===== src/rtl/sprite_line_eval_if.sv =====
// Sprite write bus, scanline request and per-line slot results between
// the execute stage, the sprite evaluator and the VGA pixel pipeline.
interface sprite_line_eval_if #(
  parameter int MAX_PER_LINE = 4
);
  logic                      sprite_wr;
  logic [4:0]                sprite_sel;
  logic [9:0]                sprite_x;
  logic [8:0]                sprite_y;
  logic                      sprite_vis;
  logic                      sprite_attr;
  logic                      sprite_pos;
  logic                      line_start;
  logic [8:0]                line;
  logic                      eval_busy;
  logic                      eval_done;
  logic                      overflow;
  logic [MAX_PER_LINE-1:0]   slot_valid;
  logic [5*MAX_PER_LINE-1:0] slot_idx;
  logic [10*MAX_PER_LINE-1:0] slot_x;
  logic [4*MAX_PER_LINE-1:0] slot_row;
  logic [MAX_PER_LINE-1:0]   slot_attr;
  logic [MAX_PER_LINE-1:0]   slot_pos;

  modport master (
    output sprite_wr, sprite_sel, sprite_x, sprite_y, sprite_vis, sprite_attr, sprite_pos,
    output line_start, line,
    input  eval_busy, eval_done, overflow, slot_valid, slot_idx, slot_x, slot_row,
    input  slot_attr, slot_pos
  );

  modport slave (
    input  sprite_wr, sprite_sel, sprite_x, sprite_y, sprite_vis, sprite_attr, sprite_pos,
    input  line_start, line,
    output eval_busy, eval_done, overflow, slot_valid, slot_idx, slot_x, slot_row,
    output slot_attr, slot_pos
  );
endinterface


===== src/rtl/sprite_line_eval.sv =====
// Sprite attribute table with a one-entry-per-cycle scanline evaluator that
// collects up to MAX_PER_LINE visible sprites in ascending index order.
module sprite_line_eval #(
  parameter int NUM_SPRITES  = 32,
  parameter int MAX_PER_LINE = 4,
  parameter int SPRITE_H     = 16
) (
  input logic               clk,
  input logic               reset,
  sprite_line_eval_if.slave bus
);

  localparam logic [4:0] LAST_IDX = 5'(NUM_SPRITES - 1);
  localparam logic [3:0] MAX_CNT  = 4'(MAX_PER_LINE);
  localparam logic [9:0] HEIGHT   = 10'(SPRITE_H);

  typedef enum logic [1:0] {
    ST_IDLE = 2'd0,
    ST_SCAN = 2'd1,
    ST_DONE = 2'd2
  } state_t;

  state_t state_r;
  state_t state_next_s;

  logic [9:0] tbl_x_r    [NUM_SPRITES];
  logic [8:0] tbl_y_r    [NUM_SPRITES];
  logic       tbl_vis_r  [NUM_SPRITES];
  logic       tbl_attr_r [NUM_SPRITES];
  logic       tbl_pos_r  [NUM_SPRITES];

  logic [8:0]                  line_r;
  logic [4:0]                  idx_r;
  logic [3:0]                  count_r;
  logic                        overflow_r;
  logic                        eval_busy_r;
  logic                        eval_done_r;
  logic [MAX_PER_LINE-1:0]     slot_valid_r;
  logic [5*MAX_PER_LINE-1:0]   slot_idx_r;
  logic [10*MAX_PER_LINE-1:0]  slot_x_r;
  logic [4*MAX_PER_LINE-1:0]   slot_row_r;
  logic [MAX_PER_LINE-1:0]     slot_attr_r;
  logic [MAX_PER_LINE-1:0]     slot_pos_r;

  logic       start_s;
  logic       fill_s;
  logic       spill_s;
  logic [9:0] diff_s;

  // Table write port; a write to the entry under scan lands after that entry is examined.
  always_ff @(posedge clk) begin
    if (reset) begin
      for (int i = 0; i < NUM_SPRITES; i++) begin
        tbl_x_r[i]    <= 10'd0;
        tbl_y_r[i]    <= 9'd0;
        tbl_vis_r[i]  <= 1'b0;
        tbl_attr_r[i] <= 1'b0;
        tbl_pos_r[i]  <= 1'b0;
      end
    end else if (bus.sprite_wr && ({1'b0, bus.sprite_sel} < 6'(NUM_SPRITES))) begin
      tbl_x_r[bus.sprite_sel]    <= bus.sprite_x;
      tbl_y_r[bus.sprite_sel]    <= bus.sprite_y;
      tbl_vis_r[bus.sprite_sel]  <= bus.sprite_vis;
      tbl_attr_r[bus.sprite_sel] <= bus.sprite_attr;
      tbl_pos_r[bus.sprite_sel]  <= bus.sprite_pos;
    end
  end

  // FSM state register
  always_ff @(posedge clk) begin
    if (reset) begin
      state_r <= ST_IDLE;
    end else begin
      state_r <= state_next_s;
    end
  end

  // FSM next-state; line_start outside IDLE is dropped
  always_comb begin
    state_next_s = state_r;
    start_s      = 1'b0;
    case (state_r)
      ST_IDLE: begin
        if (bus.line_start) begin
          state_next_s = ST_SCAN;
          start_s      = 1'b1;
        end else begin
          state_next_s = ST_IDLE;
        end
      end
      ST_SCAN: begin
        if (idx_r == LAST_IDX) begin
          state_next_s = ST_DONE;
        end else begin
          state_next_s = ST_SCAN;
        end
      end
      ST_DONE: state_next_s = ST_IDLE;
      default: state_next_s = ST_IDLE;
    endcase
  end

  // Hit test: unsigned 10-bit difference, so sprites above the line never wrap around
  always_comb begin
    diff_s  = {1'b0, line_r} - {1'b0, tbl_y_r[idx_r]};
    fill_s  = 1'b0;
    spill_s = 1'b0;
    if ((state_r == ST_SCAN) && tbl_vis_r[idx_r] && !diff_s[9] && (diff_s < HEIGHT)) begin
      if (count_r < MAX_CNT) begin
        fill_s = 1'b1;
      end else begin
        spill_s = 1'b1;
      end
    end else begin
      fill_s  = 1'b0;
      spill_s = 1'b0;
    end
  end

  // Scan datapath, slot registers and registered status flags
  always_ff @(posedge clk) begin
    if (reset) begin
      line_r       <= 9'd0;
      idx_r        <= 5'd0;
      count_r      <= 4'd0;
      overflow_r   <= 1'b0;
      eval_busy_r  <= 1'b0;
      eval_done_r  <= 1'b0;
      slot_valid_r <= '0;
      slot_idx_r   <= '0;
      slot_x_r     <= '0;
      slot_row_r   <= '0;
      slot_attr_r  <= '0;
      slot_pos_r   <= '0;
    end else begin
      eval_busy_r <= (state_next_s == ST_SCAN);
      eval_done_r <= (state_next_s == ST_DONE);
      if (start_s) begin
        line_r       <= bus.line;
        idx_r        <= 5'd0;
        count_r      <= 4'd0;
        overflow_r   <= 1'b0;
        slot_valid_r <= '0;
        slot_idx_r   <= '0;
        slot_x_r     <= '0;
        slot_row_r   <= '0;
        slot_attr_r  <= '0;
        slot_pos_r   <= '0;
      end else if (state_r == ST_SCAN) begin
        if (idx_r != LAST_IDX) begin
          idx_r <= idx_r + 5'd1;
        end
        for (int k = 0; k < MAX_PER_LINE; k++) begin
          if (fill_s && (count_r == 4'(k))) begin
            slot_valid_r[k]       <= 1'b1;
            slot_idx_r[k*5 +: 5]  <= idx_r;
            slot_x_r[k*10 +: 10]  <= tbl_x_r[idx_r];
            slot_row_r[k*4 +: 4]  <= diff_s[3:0];
            slot_attr_r[k]        <= tbl_attr_r[idx_r];
            slot_pos_r[k]         <= tbl_pos_r[idx_r];
          end
        end
        if (fill_s) begin
          count_r <= count_r + 4'd1;
        end
        if (spill_s) begin
          overflow_r <= 1'b1;
        end
      end
    end
  end

  assign bus.eval_busy  = eval_busy_r;
  assign bus.eval_done  = eval_done_r;
  assign bus.overflow   = overflow_r;
  assign bus.slot_valid = slot_valid_r;
  assign bus.slot_idx   = slot_idx_r;
  assign bus.slot_x     = slot_x_r;
  assign bus.slot_row   = slot_row_r;
  assign bus.slot_attr  = slot_attr_r;
  assign bus.slot_pos   = slot_pos_r;

endmodule


===== src/flat_wrapper.sv =====
// flat-port wrapper written by rule: the top's interface ports become plain ports
module sprite_line_eval_flat 
#(
  parameter int NUM_SPRITES  = 32,
  parameter int MAX_PER_LINE = 4,
  parameter int SPRITE_H     = 16
)
  (clk, reset, bus_sprite_wr, bus_sprite_sel, bus_sprite_x, bus_sprite_y, bus_sprite_vis, bus_sprite_attr, bus_sprite_pos, bus_line_start, bus_line, bus_eval_busy, bus_eval_done, bus_overflow, bus_slot_valid, bus_slot_idx, bus_slot_x, bus_slot_row, bus_slot_attr, bus_slot_pos);
  sprite_line_eval_if #(.MAX_PER_LINE(MAX_PER_LINE)) bus_i ();
  input logic clk;
  input logic reset;
  input wire logic [$bits(bus_i.sprite_wr)-1:0] bus_sprite_wr;
  input wire logic [$bits(bus_i.sprite_sel)-1:0] bus_sprite_sel;
  input wire logic [$bits(bus_i.sprite_x)-1:0] bus_sprite_x;
  input wire logic [$bits(bus_i.sprite_y)-1:0] bus_sprite_y;
  input wire logic [$bits(bus_i.sprite_vis)-1:0] bus_sprite_vis;
  input wire logic [$bits(bus_i.sprite_attr)-1:0] bus_sprite_attr;
  input wire logic [$bits(bus_i.sprite_pos)-1:0] bus_sprite_pos;
  input wire logic [$bits(bus_i.line_start)-1:0] bus_line_start;
  input wire logic [$bits(bus_i.line)-1:0] bus_line;
  output wire logic [$bits(bus_i.eval_busy)-1:0] bus_eval_busy;
  output wire logic [$bits(bus_i.eval_done)-1:0] bus_eval_done;
  output wire logic [$bits(bus_i.overflow)-1:0] bus_overflow;
  output wire logic [$bits(bus_i.slot_valid)-1:0] bus_slot_valid;
  output wire logic [$bits(bus_i.slot_idx)-1:0] bus_slot_idx;
  output wire logic [$bits(bus_i.slot_x)-1:0] bus_slot_x;
  output wire logic [$bits(bus_i.slot_row)-1:0] bus_slot_row;
  output wire logic [$bits(bus_i.slot_attr)-1:0] bus_slot_attr;
  output wire logic [$bits(bus_i.slot_pos)-1:0] bus_slot_pos;
  assign bus_i.sprite_wr = bus_sprite_wr;
  assign bus_i.sprite_sel = bus_sprite_sel;
  assign bus_i.sprite_x = bus_sprite_x;
  assign bus_i.sprite_y = bus_sprite_y;
  assign bus_i.sprite_vis = bus_sprite_vis;
  assign bus_i.sprite_attr = bus_sprite_attr;
  assign bus_i.sprite_pos = bus_sprite_pos;
  assign bus_i.line_start = bus_line_start;
  assign bus_i.line = bus_line;
  assign bus_eval_busy = bus_i.eval_busy;
  assign bus_eval_done = bus_i.eval_done;
  assign bus_overflow = bus_i.overflow;
  assign bus_slot_valid = bus_i.slot_valid;
  assign bus_slot_idx = bus_i.slot_idx;
  assign bus_slot_x = bus_i.slot_x;
  assign bus_slot_row = bus_i.slot_row;
  assign bus_slot_attr = bus_i.slot_attr;
  assign bus_slot_pos = bus_i.slot_pos;
  sprite_line_eval #(.NUM_SPRITES(NUM_SPRITES), .MAX_PER_LINE(MAX_PER_LINE), .SPRITE_H(SPRITE_H)) u_core (.clk(clk), .reset(reset), .bus(bus_i));
endmodule

===== config.mk =====
export PLATFORM = sky130hd
export DESIGN_NAME = sprite_line_eval_flat
export DESIGN_NICKNAME = d
export VERILOG_FILES = /design/src/rtl/sprite_line_eval_if.sv /design/src/rtl/sprite_line_eval.sv /design/src/flat_wrapper.sv
export SDC_FILE = /design/constraint.sdc
export NUM_CORES = 1
export LEC_CHECK = 0
export CORE_ASPECT_RATIO = 0.75
export CORE_MARGIN = 4
export CORE_UTILIZATION = 35
export CTS_BUF_LIST = sky130_fd_sc_hd__clkbuf_16
export CTS_CLUSTER_DIAMETER = 50
export DETAILED_ROUTE_END_ITERATION = 10
export GPL_TIMING_DRIVEN = 0
export SLEW_MARGIN = 20
export SYNTH_ARGS = -nofsm -noshare
export SYNTH_HDL_FRONTEND = slang
export SYNTH_SLANG_ARGS = --single-unit

===== constraint.sdc =====
create_clock -name clk -period 10.2 [get_ports clk]
set_clock_uncertainty 0.15 [all_clocks]
set_input_delay 3.06 -clock clk [delete_from_list [all_inputs] [get_ports clk]]
set_output_delay 3.06 -clock clk [all_outputs]
set_load 0.02 [all_outputs]

==> results.yml <==
outcome:
  outcome: "completed"
clock_tree:
  clock_latency_ns: 0.65
  clock_path_buffers: 3
  post_cts_resized: 0
  postCtsHoldBufs: 0
  htreeDepth: 3
  cts_tree: "yes"
  cts_buffers: 86
  cts_sinks: 820
  post_cts_buffers: 0
  cts_root_buf: "clkbuf_16"
  clk_pin_slew_ns: 0.06
timing:
  finalCritPeriodShare_pct: 77.8
  grt_setup_unrepaired: "false"
  fin_ws_ns: 2.27
  post-route-min-period_ns: 7.93
  relSlewSlack_pct: 19.3
  fmax_mhz: 126
  drv_slew: 0
  hold_viol: 0
  setup_tns_ns: 0
  setup-violations-final: 0
  tightestPinTransition_ns: 1.21
routing:
  drt-total-wl_um: 111000
  ant_nets: 0
  dr.first_iter.drc_count: 2361
  viasPerCell: 5.36
  dr.pass1.iters: 6
  drt-wirelength-per-cell_um: 27.5
  drc_errors: 0
  vias: 21700
grt:
  antenna_found_initial: 9
  overflow: 0
  grt_max_degree: 23
  grtUsageMet1_pct: 28.2
  met3_usage_pct: 9.65
  grt_use_total_pct: 20.2
  busiest_layer: "met2"
  grt_pass1_wl_um: 159000
  grt_pass1_vias: 22000
  met2_usage_pct: 28.4
setup_path:
  cpLargestDelayFamily: "buffers and inverters"
  cp_slowest_cell: "clkbuf_1"
  path_buf_inv: 6
  crit_type: "reg2reg"
  cpMostUsedCell: "clkbuf_1"
  path_cells: "clkbuf_1 > clkbuf_1 > clkbuf_1 > clkbuf_1 > mux4_2 > mux4_2 > mux2i_1 > ha_1 > buf_4 > a21oi_1 > o21a_1 > or4_1 > a22o_1 > a311oi_4 > nand4_4 > buf_6 > mux2i_1"
  cp_max_fo: 10
  reg2reg_slack_ns: 2.27
  critPathCaptureType: "register"
  cp_data_required_time_ns: 10.52
  worstPathArrival_ns: 8.25
  start_kind: "register"
  slowest_delay_ns: 0.92
finish:
  area_delta_synth_final_pct: 15.9
  drive_above_1_share_pct: 15.7
  fin_nets: 2668
  final_cell_area_mm2: 0.0424
  multi_input_area_mm2: 0.0122
  fill_cells: 9336
  seq_area_mm2: 0.0235
floorplanning:
  fp.dieW_um: 381
  ioPinCount: 131
  fp.coreArea_mm2: 0.103
  die_y_um: 288
  start_util_pct: 35.3
  rows: 102
  dieArea_mm2: 0.110
logic_synthesis:
  synth.largest_area_cell: "edfxtp_1"
  synthArstFlopShare_pct: 0
  ys_types: 49
  yosys.area_share.simple_pct: 15.5
  syn_nets: 2449
  synthFlopType: "edfxtp_1"
  yosys_warnings: 0
  synth_top_area_share_pct: 57.9
  synth.avg_cell_area_um2: 15.3
  synthTopCellsByArea: "edfxtp_1 58%, mux4_2 13%, and2_1 12%"
  ys_seq_area_share_pct: 64.2
  synth_cells: 2393
  yosysMostFrequentCell: "and2_1"
  synth_edf_count: 704
  synthXorXnorAreaFrac_pct: 0.0959
  synthAdderAreaFrac_pct: 0.568
  synth-compound-area-share_pct: 1.00
  syn-cell-area_mm2: 0.0365
  ys_seq_elements: 820
  synthTopCellsByCount: "707 x and2_1, 704 x edfxtp_1, 218 x mux4_2"
  synthMuxAreaShare_pct: 16.1
  synth_top_family_by_area: "multiplexers"
pwr:
  power.density_mw_per_mm2: 177
  swShare_pct: 23.5
  pwr-share-clk_pct: 41.8
  seq_power_share_pct: 51.0
  p_leak_nw: 14.6
  combPwrFrac_pct: 7.2
  p_sw_mw: 1.77
  power.internal_mw: 5.75
  ir_drop_mv: 0.113
job:
  drv_cap: 0
placement:
  numPortBuffers: 130
  gp_congestion: 0.871
  hpwl_um: 78600
  pre_cts_slack_ns: 2.36
  dpl-instance-area_mm2: 0.0395
worst_hold_path:
  hold_path_class: "reg2reg"
==> worst paths after layout <==
check	start	endpoint	cells past startpoint
worst max-delay path	register	u_core.bus.slot_x[35]$_SDFFE_PP0P_	17
worst min-delay path	u_core.bus.slot_valid[1]$_SDFFE_PP0P_	u_core.bus.slot_valid[1]$_SDFFE_PP0P_	2
worst max register to register	register	u_core.bus.slot_x[35]$_SDFFE_PP0P_	17
worst min register to register	u_core.bus.slot_valid[1]$_SDFFE_PP0P_	u_core.bus.slot_valid[1]$_SDFFE_PP0P_	2
==> layer usage <==
| metal | routed length (um) | up-vias |
|---|---|---|
| met2 | 46300 | 1147 |
| met1 | 47400 | 11200 |
| met3 | 15400 | 127 |
| li1 | - | 9176 |
| met4 | 2060 | 0 |
| met5 | 0 | - |
==> worst min-delay path, cell delays in order, from the launching register on <==
cell     delay [ns]
dfxtp_1        0.31
inv_1          0.05
a21oi_1        0.05
==> flip-flops by register name (all words and copies together) (netlist names), 5 cells and up, named ones only <==
signal and count:
u_core.tbl_x_r 320, u_core.tbl_y_r 288, u_core.bus.slot_x 40, u_core.tbl_attr_r 32, u_core.tbl_pos_r 32, u_core.tbl_vis_r 32, u_core.bus.slot_idx 20, u_core.bus.slot_row 16
u_core.line_r 9, u_core.idx_r 5
==> layout by cell type (no fill, tap or decap), types with 3 or more instances in the layout <==
cell type,count
and2_1,707
edfxtp_1,704
mux4_2,218
clkbuf_1,177
clkdlybuf4s50_1,130
nand2_1,117
dfxtp_1,116
mux2i_1,95
clkbuf_16,92
nor2_1,59
or2_2,32
inv_1,26
a21oi_1,23
buf_2,20
clkinv_1,16
ha_1,15
clkinv_2,14
a22oi_1,12
nand3b_1,8
buf_6,8
nand2b_1,6
inv_6,6
clkinvlp_4,5
bufinv_16,5
diode_2,4
or3_1,4
nand3_1,4
nor3b_1,4
nand4_4,4
buf_1,3
mux2_2,3
nor2b_1,3
o21ai_0,3
nand4_1,3
clkinv_4,3
==> per-stage QoR <==
step / instances / hold WS [ns] / power (mW) / utilization [%]
5_1_grt: 4035 / 0.324 / 7.73 / 41.0
3_5_place_dp: 3875 / 0.298 / 4.44 / 38.2
4_1_cts: 4034 / 0.307 / 7.53 / 41.0
6_report: 4039 / 0.303 / 7.52 / 41.0
2_1_floorplan: 2393 / 0.280 / 4.19 / -
3_3_place_gp: 3875 / 0.289 / 4.42 / 38.2
==> layout make-up <==
| type | instances | share of cell area, % |
|---|---|---|
| Antenna cell | 4 | 0.0236 |
| Buffer | 211 | 2.09 |
| Clock buffer | 92 | 5.44 |
| Clock inverter | 67 | 1.17 |
| Inverter | 11 | 0.0975 |
| Multi-Input combinational cell | 1351 | 28.7 |
| Sequential cell | 820 | 55.4 |
| Tap cell | 1352 | 3.99 |
| Timing Repair Buffer | 131 | 3.09 |
==> power groups by stage <==
stage	combinational, mW	sequential [mW]	clock (mW)
after floorplan	0.310	3.88	0
after global placement	0.525	3.89	0
after detailed placement	0.532	3.91	0
after CTS	0.534	3.83	3.17
after global routing	0.571	3.85	3.32
final	0.542	3.83	3.14
==> cell families (layout without fill, tap and decap cells) <==
logic type      after synthesis  after routing
compound gates               55             55
mux                         316            316
buf+inv                     222            512
xor+xnor                      4              4
simple gates                960            960
flops                       820            820
other cells                   0              4
fa+ha+maj                    16             16
(Power assumes the default switching activity.)
